$ cat src/rtl/vscale_prng_if.sv
// Seed-load and random-word handshake bundle between the PRNG and its
// controller/consumer. The consumer side uses the master modport.
`timescale 1ns/1ps
interface vscale_prng_if #(
  parameter int OUT_WIDTH = 32
);
  logic [1:0]           prng_ctrl;
  logic                 seed_valid;
  logic [63:0]          seed_data;
  logic                 seed_ready;
  logic                 rnd_req;
  logic                 rnd_valid;
  logic [OUT_WIDTH-1:0] rnd_data;
  logic                 warm;

  modport master (
    output prng_ctrl, seed_valid, seed_data, rnd_req,
    input  seed_ready, rnd_valid, rnd_data, warm
  );

  modport slave (
    input  prng_ctrl, seed_valid, seed_data, rnd_req,
    output seed_ready, rnd_valid, rnd_data, warm
  );
endinterface

$ cat src/rtl/vscale_prng.sv
// Masking-randomness source: 64-bit xorshift generator with seed-load
// handshake, warm-up phase and off / free-running / on-demand output modes.
`timescale 1ns/1ps
module vscale_prng #(
  parameter int          OUT_WIDTH    = 32,
  parameter logic [63:0] SEED_DEFAULT = 64'h0000_0000_0000_0001,
  parameter int          WARMUP_STEPS = 16
) (
  input  logic          clk,
  input  logic          reset,
  vscale_prng_if.slave  bus
);

  typedef enum logic [1:0] {
    WARM = 2'd0,
    RUN  = 2'd1,
    SEED = 2'd2
  } fsm_t;

  localparam logic [1:0] CTRL_OFF    = 2'b00;
  localparam logic [1:0] CTRL_FREE   = 2'b01;
  localparam logic [1:0] CTRL_DEMAND = 2'b10;
  localparam logic [1:0] CTRL_RESEED = 2'b11;

  // With no warm-up requested, reset and seed loads go straight to RUN.
  localparam fsm_t       START_STATE = (WARMUP_STEPS == 0) ? RUN : WARM;
  localparam logic [7:0] LAST_WARM   = (WARMUP_STEPS == 0) ? 8'd0 : 8'(WARMUP_STEPS - 1);

  fsm_t        fsm_reg, fsm_next;
  logic [63:0] state_reg, state_next;
  logic [7:0]  warm_cnt_reg, warm_cnt_next;
  logic [1:0]  ctrl_q_reg;
  logic        mode_on;
  logic        seed_entry;
  logic        step_en;

  function automatic logic [63:0] xorshift(input logic [63:0] x);
    logic [63:0] y;
    y = x ^ (x << 13);
    y = y ^ (y >> 7);
    y = y ^ (y << 17);
    return y;
  endfunction

  assign mode_on    = (bus.prng_ctrl == CTRL_FREE) || (bus.prng_ctrl == CTRL_DEMAND);
  // Reseed is edge-triggered on the control field so holding 11 after a
  // completed seed visit does not loop back into SEED.
  assign seed_entry = (bus.prng_ctrl == CTRL_RESEED) && (ctrl_q_reg != CTRL_RESEED);

  // State register: generator state, fsm, warm-up counter, previous control.
  always_ff @(posedge clk) begin
    if (reset) begin
      fsm_reg      <= START_STATE;
      state_reg    <= SEED_DEFAULT;
      warm_cnt_reg <= 8'd0;
      ctrl_q_reg   <= CTRL_FREE;
    end else begin
      fsm_reg      <= fsm_next;
      state_reg    <= state_next;
      warm_cnt_reg <= warm_cnt_next;
      ctrl_q_reg   <= bus.prng_ctrl;
    end
  end

  // Next-state logic: step enable, warm-up counting, seed handshake.
  always_comb begin
    fsm_next      = fsm_reg;
    state_next    = state_reg;
    warm_cnt_next = warm_cnt_reg;
    step_en       = 1'b0;
    case (fsm_reg)
      WARM: begin
        if (seed_entry) begin
          fsm_next = SEED;
        end else if (mode_on) begin
          // OFF falls through here, freezing both fsm and counter.
          step_en = 1'b1;
          if (warm_cnt_reg == LAST_WARM) begin
            fsm_next      = RUN;
            warm_cnt_next = 8'd0;
          end else begin
            warm_cnt_next = warm_cnt_reg + 8'd1;
          end
        end
      end
      RUN: begin
        if (seed_entry) begin
          fsm_next = SEED;
        end else if (bus.prng_ctrl == CTRL_FREE) begin
          step_en = 1'b1;
        end else if (bus.prng_ctrl == CTRL_DEMAND && bus.rnd_req) begin
          // rnd_valid is high in RUN/DEMAND, so a request consumes the word.
          step_en = 1'b1;
        end
      end
      SEED: begin
        if (bus.seed_valid) begin
          // An all-zero seed would lock the generator at zero.
          state_next    = (bus.seed_data == 64'd0) ? SEED_DEFAULT : bus.seed_data;
          warm_cnt_next = 8'd0;
          fsm_next      = START_STATE;
        end else if (bus.prng_ctrl != CTRL_RESEED) begin
          fsm_next = RUN;
        end
      end
      default: begin
        fsm_next = START_STATE;
      end
    endcase
    if (step_en) begin
      state_next = xorshift(state_reg);
    end
  end

  // Output decode: word and handshakes from registers plus current mode.
  always_comb begin
    bus.seed_ready = !reset && (fsm_reg == SEED);
    bus.rnd_valid  = !reset && (fsm_reg == RUN) && mode_on;
    bus.rnd_data   = bus.rnd_valid ? state_reg[OUT_WIDTH-1:0] : '0;
    bus.warm       = (fsm_reg == WARM);
  end

endmodule

$ cat src/flat_wrapper.sv
// flat-port wrapper written by rule: the top's interface ports become plain ports
module vscale_prng_flat 
#(
  parameter int          OUT_WIDTH    = 32,
  parameter logic [63:0] SEED_DEFAULT = 64'h0000_0000_0000_0001,
  parameter int          WARMUP_STEPS = 16
)
  (clk, reset, bus_prng_ctrl, bus_seed_valid, bus_seed_data, bus_rnd_req, bus_seed_ready, bus_rnd_valid, bus_rnd_data, bus_warm);
  vscale_prng_if #(.OUT_WIDTH(OUT_WIDTH)) bus_i ();
  input  logic clk;
  input  logic reset;
  input wire logic [$bits(bus_i.prng_ctrl)-1:0] bus_prng_ctrl;
  input wire logic [$bits(bus_i.seed_valid)-1:0] bus_seed_valid;
  input wire logic [$bits(bus_i.seed_data)-1:0] bus_seed_data;
  input wire logic [$bits(bus_i.rnd_req)-1:0] bus_rnd_req;
  output wire logic [$bits(bus_i.seed_ready)-1:0] bus_seed_ready;
  output wire logic [$bits(bus_i.rnd_valid)-1:0] bus_rnd_valid;
  output wire logic [$bits(bus_i.rnd_data)-1:0] bus_rnd_data;
  output wire logic [$bits(bus_i.warm)-1:0] bus_warm;
  assign bus_i.prng_ctrl = bus_prng_ctrl;
  assign bus_i.seed_valid = bus_seed_valid;
  assign bus_i.seed_data = bus_seed_data;
  assign bus_i.rnd_req = bus_rnd_req;
  assign bus_seed_ready = bus_i.seed_ready;
  assign bus_rnd_valid = bus_i.rnd_valid;
  assign bus_rnd_data = bus_i.rnd_data;
  assign bus_warm = bus_i.warm;
  vscale_prng #(.OUT_WIDTH(OUT_WIDTH), .SEED_DEFAULT(SEED_DEFAULT), .WARMUP_STEPS(WARMUP_STEPS)) u_core (.clk(clk), .reset(reset), .bus(bus_i));
endmodule
$ cat config.mk
export PLATFORM = sky130hd
export DESIGN_NAME = vscale_prng_flat
export DESIGN_NICKNAME = d
export VERILOG_FILES = /design/src/rtl/vscale_prng_if.sv /design/src/rtl/vscale_prng.sv /design/src/flat_wrapper.sv
export SDC_FILE = /design/constraint.sdc
export NUM_CORES = 1
export LEC_CHECK = 0
export CAP_MARGIN = 20
export CORE_ASPECT_RATIO = 0.75
export CORE_MARGIN = 1.5
export CORE_UTILIZATION = 40
export CTS_CLUSTER_DIAMETER = 120
export DETAILED_ROUTE_END_ITERATION = 7
export DONT_BUFFER_PORTS = 1
export PLACE_DENSITY = 0.56
export SYNTH_ARGS = -nofsm -noshare
export SYNTH_HDL_FRONTEND = slang
export SYNTH_SLANG_ARGS = --single-unit
$ cat constraint.sdc
create_clock -name clk -period 2 [get_ports clk]
set_input_delay 0.4 -clock clk [delete_from_list [all_inputs] [get_ports clk]]
set_output_delay 0.4 -clock clk [all_outputs]
set_load 0.005 [all_outputs]
After elaboration in Yosys (flattened, before gate mapping)
Cells that the tools add are included.
{"block": "classes", "n_reduce_logical": 15, "n_addsub": 1, "eq_ne": 15, "n_bitwise": 3, "muxes": 23}
{"operator": "$mux 64", "count": 4}
{"operator": "$xor 64x64->64", "count": 2}
{"operator": "$logic_not 64->1", "count": 1}
{"operator": "$xor 64x57->64", "count": 1}
{"operator": "$mux 32", "count": 1}
{"operator": "$mux 8", "count": 4}
{"operator": "$pmux 8 s2", "count": 1}
{"operator": "$mux 2", "count": 6}
{"operator": "$add 8x1->8 const B", "count": 1}
{"operator": "$eq 8x4->1 const B", "count": 1}
{"operator": "$ne 2x2->1 const B", "count": 4}
{"operator": "$reduce_and 4->1", "count": 2}
{"operator": "$eq 2x2->1 const B", "count": 3}
{"operator": "$ne 3x1->1 const B", "count": 2}
{"operator": "$pmux 2 s3", "count": 1}
{"operator": "$reduce_bool 2->1", "count": 3}
{"operator": "$logic_and 1x1->1", "count": 5}
{"operator": "$mux 1", "count": 5}
{"operator": "$eq 2x1->1 const B", "count": 2}
{"operator": "$ne 2x1->1 const B", "count": 2}
{"operator": "$ne 3x2->1 const B", "count": 1}
{"operator": "$logic_not 2->1", "count": 1}
{"operator": "$pmux 1 s2", "count": 1}
{"operator": "$reduce_and 2->1", "count": 1}
{"operator": "2 further kinds", "count": 2}
{"block": "word_totals", "elab_cells": 61, "register_bits": 76, "in_bits": 70, "output_inout_bits": 35}

Logic depth before layout (Yosys ltp)
Gate-level depths: netlist of the first run.
{"block": "depth", "word_depth": 8, "depth_mapped": 8, "mapped_depth_nobuf": 7}

Least setup slack after synthesis of the first run
No wires, ideal clock.
{"block": "synth_timing", "path_type": "input -> output", "from": "input bus_prng_ctrl[0]", "to": "output bus_rnd_data[22]", "arrival_ns": 1.715, "n_path_buf": 1, "t_required_ns": 1.600, "path_slack_ns": -0.115, "cell_stages": 5, "cell_sequence": "inv_1 -> ha_1 -> nor4b_1 -> clkbuf_1 -> and2_1"}
{"block": "synth_via", "elab_chain_len": 4, "word_cells_on_any_way": 5, "cone_classes": "eq/ne (2); mux (1); reduce/logical (2)"}
{"element": "from (decl)", "line_no": "flat_wrapper.sv:12", "text": "input wire logic [$bits(bus_i.prng_ctrl)-1:0] bus_prng_ctrl;"}
{"element": "$eq 2x1->1 / $eq 2x2->1 (equally long branches)", "line_no": "vscale_prng.sv:45", "text": "assign mode_on = (bus.prng_ctrl == CTRL_FREE) || (bus.prng_ctrl == CTRL_DEMAND);"}
{"element": "$logic_or 1x1->1 (*)", "line_no": "vscale_prng.sv:45"}
{"element": "$logic_and 1x1->1 (*)", "line_no": "vscale_prng.sv:118", "text": "bus.rnd_valid = !reset && (fsm_reg == RUN) && mode_on;"}
{"element": "net bus_rnd_valid", "line_no": "flat_wrapper.sv:17", "text": "output wire logic [$bits(bus_i.rnd_valid)-1:0] bus_rnd_valid;"}
{"element": "$mux 32 (*)", "line_no": "vscale_prng.sv:119", "text": "bus.rnd_data = bus.rnd_valid ? state_reg[OUT_WIDTH-1:0] : '0;"}
{"element": "to (decl)", "line_no": "flat_wrapper.sv:18", "text": "output wire logic [$bits(bus_i.rnd_data)-1:0] bus_rnd_data;"}
The timed path passes the listed nets; every way through them passes the cells marked *.

Worst setup path after layout of the first run
{"block": "layout_timing", "from": "input bus_prng_ctrl[0]", "to": "output bus_rnd_data[31]"}
Same word-level chain as after synthesis.

==> results of run 1 <==
[stage by stage]
stage	setup slack, ns	total power, mW	cell area, um2	utilization
floorplan	0.0420	8.35	5680	-
global placement	0.0913	9.81	6000	0.435
detailed placement	0.0614	9.89	6000	0.435
CTS	0.0789	11.7	6330	0.459
global route	0.00665	12.5	6330	0.459
finish	0.0949	11.8	6330	0.459
[cell type report]
type | count | area, um2 | share of cell area
clock buffers | 11 | 253 | 0.0400
clock inverters | 4 | 72.6 | 0.0115
inverters | 10 | 37.5 | 0.00593
multi-input cells | 560 | 3930 | 0.621
flip-flops and latches | 76 | 1520 | 0.241
well taps | 175 | 219 | 0.0346
repair buffers | 29 | 293 | 0.0463
[metal layers]
metal | wire length [um] | up-vias
li1 | - | 2353
met2 | 7380 | 236
met4 | 181 | 0
met1 | 8800 | 2446
met3 | 1550 | 14
met5 | 0 | -
[worst max path at each step]
stage,startpoint,end,slack (ns),depth (start not counted)
CTS,u_core.fsm_reg[0],bus_rnd_data[31],0.08,3
global route,u_core.fsm_reg[0],bus_rnd_data[25],0.007,3
global placement,bus_prng_ctrl[0],u_core.state_reg[0],0.09,8
finish,bus_prng_ctrl[0],bus_rnd_data[31],0.09,5
detailed placement,bus_prng_ctrl[0],u_core.state_reg[58],0.06,7
floorplan,bus_prng_ctrl[0],bus_rnd_data[22],0.04,5
[cells by family (layout without fill, tap and decap cells)]
family / count (synthesis) / count (layout) / synth area share
adder cells (fa/ha/maj): 4 / 4 / 0.00882
AO/OA/AOI/OAI: 115 / 115 / 0.152
flip-flops: 76 / 76 / 0.268
AND/OR/NAND/NOR: 268 / 268 / 0.220
XOR/XNOR: 173 / 173 / 0.308
buffers and inverters: 55 / 54 / 0.0437
[critical path: cells and delay by family]
family                     cells  cell delay [ns]
and+or+nand+nor                2             0.53
adders and majority gates      1             0.35
buffers and inverters          2             0.22
[cell usage in the layout, fill, tap and decap left out, types with 6 or more instances in the layout]
cell type,count
sky130_fd_sc_hd__and3_1,8
sky130_fd_sc_hd__a32oi_1,6
sky130_fd_sc_hd__and2_1,38
sky130_fd_sc_hd__buf_4,23
sky130_fd_sc_hd__nor4_1,17
sky130_fd_sc_hd__xor2_2,8
sky130_fd_sc_hd__inv_1,9
sky130_fd_sc_hd__nand2_1,104
sky130_fd_sc_hd__xnor3_1,6
sky130_fd_sc_hd__o21ai_0,22
sky130_fd_sc_hd__xnor2_2,8
sky130_fd_sc_hd__xnor2_1,118
sky130_fd_sc_hd__buf_12,6
sky130_fd_sc_hd__nor2_1,69
sky130_fd_sc_hd__or3_1,10
sky130_fd_sc_hd__a311oi_1,31
sky130_fd_sc_hd__a21oi_1,14
sky130_fd_sc_hd__xor2_1,31
sky130_fd_sc_hd__clkbuf_16,9
sky130_fd_sc_hd__dfxtp_1,76
sky130_fd_sc_hd__a31oi_1,13
sky130_fd_sc_hd__nand4_1,6
[power groups by stage]
stage | Clock [mW] | Combinational [mW] | Sequential, mW
2_1_floorplan | 0 | 5.88 | 2.47
3_5_place_dp | 0 | 7.14 | 2.74
3_3_place_gp | 0 | 7.07 | 2.74
5_1_grt | 1.90 | 7.82 | 2.79
4_1_cts | 1.85 | 7.18 | 2.72
6_report | 1.83 | 7.18 | 2.74
==> impl_table.tex, run 1 <==
\begin{tabular}{lr}
\hline
Metric & Value \\
\hline
\multicolumn{2}{l}{\textbf{Pwr}} \\
\quad Internal cell power & 6.81 mW \\
\quad Clock share of power & 0.155 \\
\quad Worst IR drop on VDD & 0.714 mV \\
\quad Net load switching power & 4.94 mW \\
\quad Leak & 2.22 nW \\
\quad Logic pwr share & 0.611 \\
\quad Pwr Density & 1860 mW/mm2 \\
\quad Power share of the sequential group & 0.233 \\
\quad Switching power share of the total & 0.421 \\
\multicolumn{2}{l}{\textbf{Place}} \\
\quad Placed cells & 850 \\
\quad Port Buffer Count & 0 \\
\quad HPWL reported at the end of detailed placement & 13800 um \\
\quad Routability Congestion & 0.852 \\
\multicolumn{2}{l}{\textbf{Route}} \\
\quad First-pass detailed-route iteration total & 6 \\
\quad Via density per instance & 5.84 \\
\quad Routed wire length & 17900 um \\
\quad Routed WL per cell & 20.7 um \\
\quad Vias post-DR & 5049 \\
\quad DRC violations left & 0 \\
\quad Initial detailed-routing violation count & 481 \\
\quad Number of nets still failing antenna checks after routing & 0 \\
\multicolumn{2}{l}{\textbf{Clock network}} \\
\quad CTS tree & built \\
\quad Total clock buffers created by CTS & 9 \\
\quad Insertion delay to the later sink of the worst-skew pair & 0.34 ns \\
\quad Clock transition at path regs & 0.06 ns \\
\quad Htree depth & 3 \\
\quad Root buffer selected by CTS & sky130\_fd\_sc\_hd\_\_clkbuf\_16 \\
\quad Clock Sinks & 76 \\
\quad Buffer levels on the longest clock path & 2 \\
\quad Post-CTS Setup Repair Bufs & 0 \\
\quad Post\_cts resized & 0 \\
\quad CTS Hold Buffers Added & 0 \\
\multicolumn{2}{l}{\textbf{Worst hold path}} \\
\quad Worst Hold Endpoint & u\_core.state\_reg[18] \\
\quad Worst hold path depth & 1 \\
\quad Source of the worst hold timing path & reset \\
\quad Worst hold path type & input pin to flip-flop \\
\multicolumn{2}{l}{\textbf{Synth}} \\
\quad Post-Synthesis Net Count & 765 \\
\quad Cell types with the largest area share after synthesis & sky130\_fd\_sc\_hd\_\_dfxtp\_1 (27\%), sky130\_fd\_sc\_hd\_\_xnor2\_1 (18\%), sky130\_fd\_sc\_hd\_\_nand2\_1 (6.9\%) \\
\quad Synthesized flop and latch total & 76 \\
\quad Yosys warns & 0 \\
\quad Average size of a mapped cell & 8.21 um2 \\
\quad Synthesized netlist cell count & 691 \\
\quad Synth cell types & 55 \\
\quad Most common flop cell mapped by yosys & sky130\_fd\_sc\_hd\_\_dfxtp\_1 \\
\quad Count of flip-flops with a built-in enable after synthesis & 0 \\
\quad Leading cell type by number of instances after synthesis & sky130\_fd\_sc\_hd\_\_xnor2\_1 \\
\quad Register area share after synthesis & 0.268 \\
\quad Most numerous cell types in the synthesized netlist & sky130\_fd\_sc\_hd\_\_xnor2\_1 (118), sky130\_fd\_sc\_hd\_\_nand2\_1 (104), sky130\_fd\_sc\_hd\_\_dfxtp\_1 (76) \\
\quad Async set-or-reset flop fraction in the synthesized netlist & 0 \\
\quad Area fraction of the dominant cell type after synthesis & 0.268 \\
\quad Dominant cell type by area after synthesis & sky130\_fd\_sc\_hd\_\_dfxtp\_1 \\
\quad Summed instance area of the synthesized netlist & 0.00567 mm2 \\
\multicolumn{2}{l}{\textbf{Timing}} \\
\quad Minimum period implied by the final worst setup slack & 1.91 ns \\
\quad Post-route worst hold slack & 0.117 ns \\
\quad Transition at the pin with the smallest max-transition slack & 0.630 ns \\
\quad Max-slew violation total from the final report & 0 \\
\quad RSZ-0062 raised after global routing & false \\
\quad Final cycle utilization of the critical path & 0.953 \\
\quad Max transition margin & 0.576 \\
\quad Number of hold violations in the final report & 0 \\
\quad Timing-limited maximum frequency & 525 MHz \\
\quad Setup TNS after final layout & 0 ns \\
\quad Setup clock skew after layout & 0.00759 ns \\
\quad Final setup fails & 0 \\
\multicolumn{2}{l}{\textbf{Finish}} \\
\quad Area growth from synthesis to layout & 11.5\% \\
\quad Nets@finish & 760 \\
\quad Flip-flop count of the largest register, all copies and words added & 64 \\
\quad ANT cells & 0 \\
\quad Count of filler cells inserted in the layout & 1385 \\
\quad Non-filler cells, final & 865 \\
\quad Fraction of final layout cells with drive strength greater than 1 & 0.107 \\
\multicolumn{2}{l}{\textbf{Global route}} \\
\quad Global-route wire length before repair & 27500 um \\
\quad GR met3 Demand/Resource & 0.0423 \\
\quad Met1 demand-to-capacity share in global routing & 0.379 \\
\quad GRT Total Usage & 0.243 \\
\quad Number of global-route vias before repair & 4764 \\
\quad Residual overflow from global routing & 0 \\
\quad Met2 global-route usage & 0.348 \\
\quad Initial antenna violation count & 0 \\
\quad Pin count of the biggest net entering global routing & 76 \\
\quad Most congested layer reported by global routing & met1 \\
\multicolumn{2}{l}{\textbf{Worst setup path}} \\
\quad Crit path largest cell delay & 0.35 ns \\
\quad R2r endpoint & u\_core.state\_reg[28] \\
\quad Crit path cell chain & inv\_1, ha\_1, nor4b\_4, buf\_12, and2\_1 \\
\quad Launching point of the worst reg2reg path & u\_core.state\_reg[28] \\
\quad CP startpoint kind & input pin \\
\quad Number of cell instances on the worst register-to-register path & 5 \\
\quad Kind of critical path & input pin to output pin \\
\quad CP max-delay cell & sky130\_fd\_sc\_hd\_\_ha\_1 \\
\quad Highest net fanout along the worst path & 33 \\
\quad Required @ worst endpoint & 1.60 ns \\
\quad Crit path arrival time & 1.51 ns \\
\quad R2R setup slack & 0.25 ns \\
\quad Worst Setup End Kind & output pin \\
\multicolumn{2}{l}{\textbf{Die}} \\
\quad Core region area & 0.0138 mm2 \\
\quad Chip height & 106 um \\
\quad Die Footprint & 0.0149 mm2 \\
\quad Row cnt & 37 \\
\quad Number of I/O pins & 105 \\
\quad Initial core utilization & 0.411 \\
\quad Width of the chip & 140 um \\
\multicolumn{2}{l}{\textbf{Flow run}} \\
\quad Max-capacitance violation count & 0 \\
\multicolumn{2}{l}{\textbf{Status}} \\
\quad Run status & finished clean \\
\hline
\end{tabular}
(Power assumes the default switching activity.)
==> inputs of run 2 (changes only) <==
--- a/config.mk
+++ b/config.mk
@@ -13,6 +13,7 @@
 export DETAILED_ROUTE_END_ITERATION = 7
 export DONT_BUFFER_PORTS = 1
 export PLACE_DENSITY = 0.56
+export SKIP_LAST_GASP = 1
 export SYNTH_ARGS = -nofsm -noshare
 export SYNTH_HDL_FRONTEND = slang
 export SYNTH_SLANG_ARGS = --single-unit
==> results of run 2 <==
Final layout, timing and power as in run 1 (identical DEF).
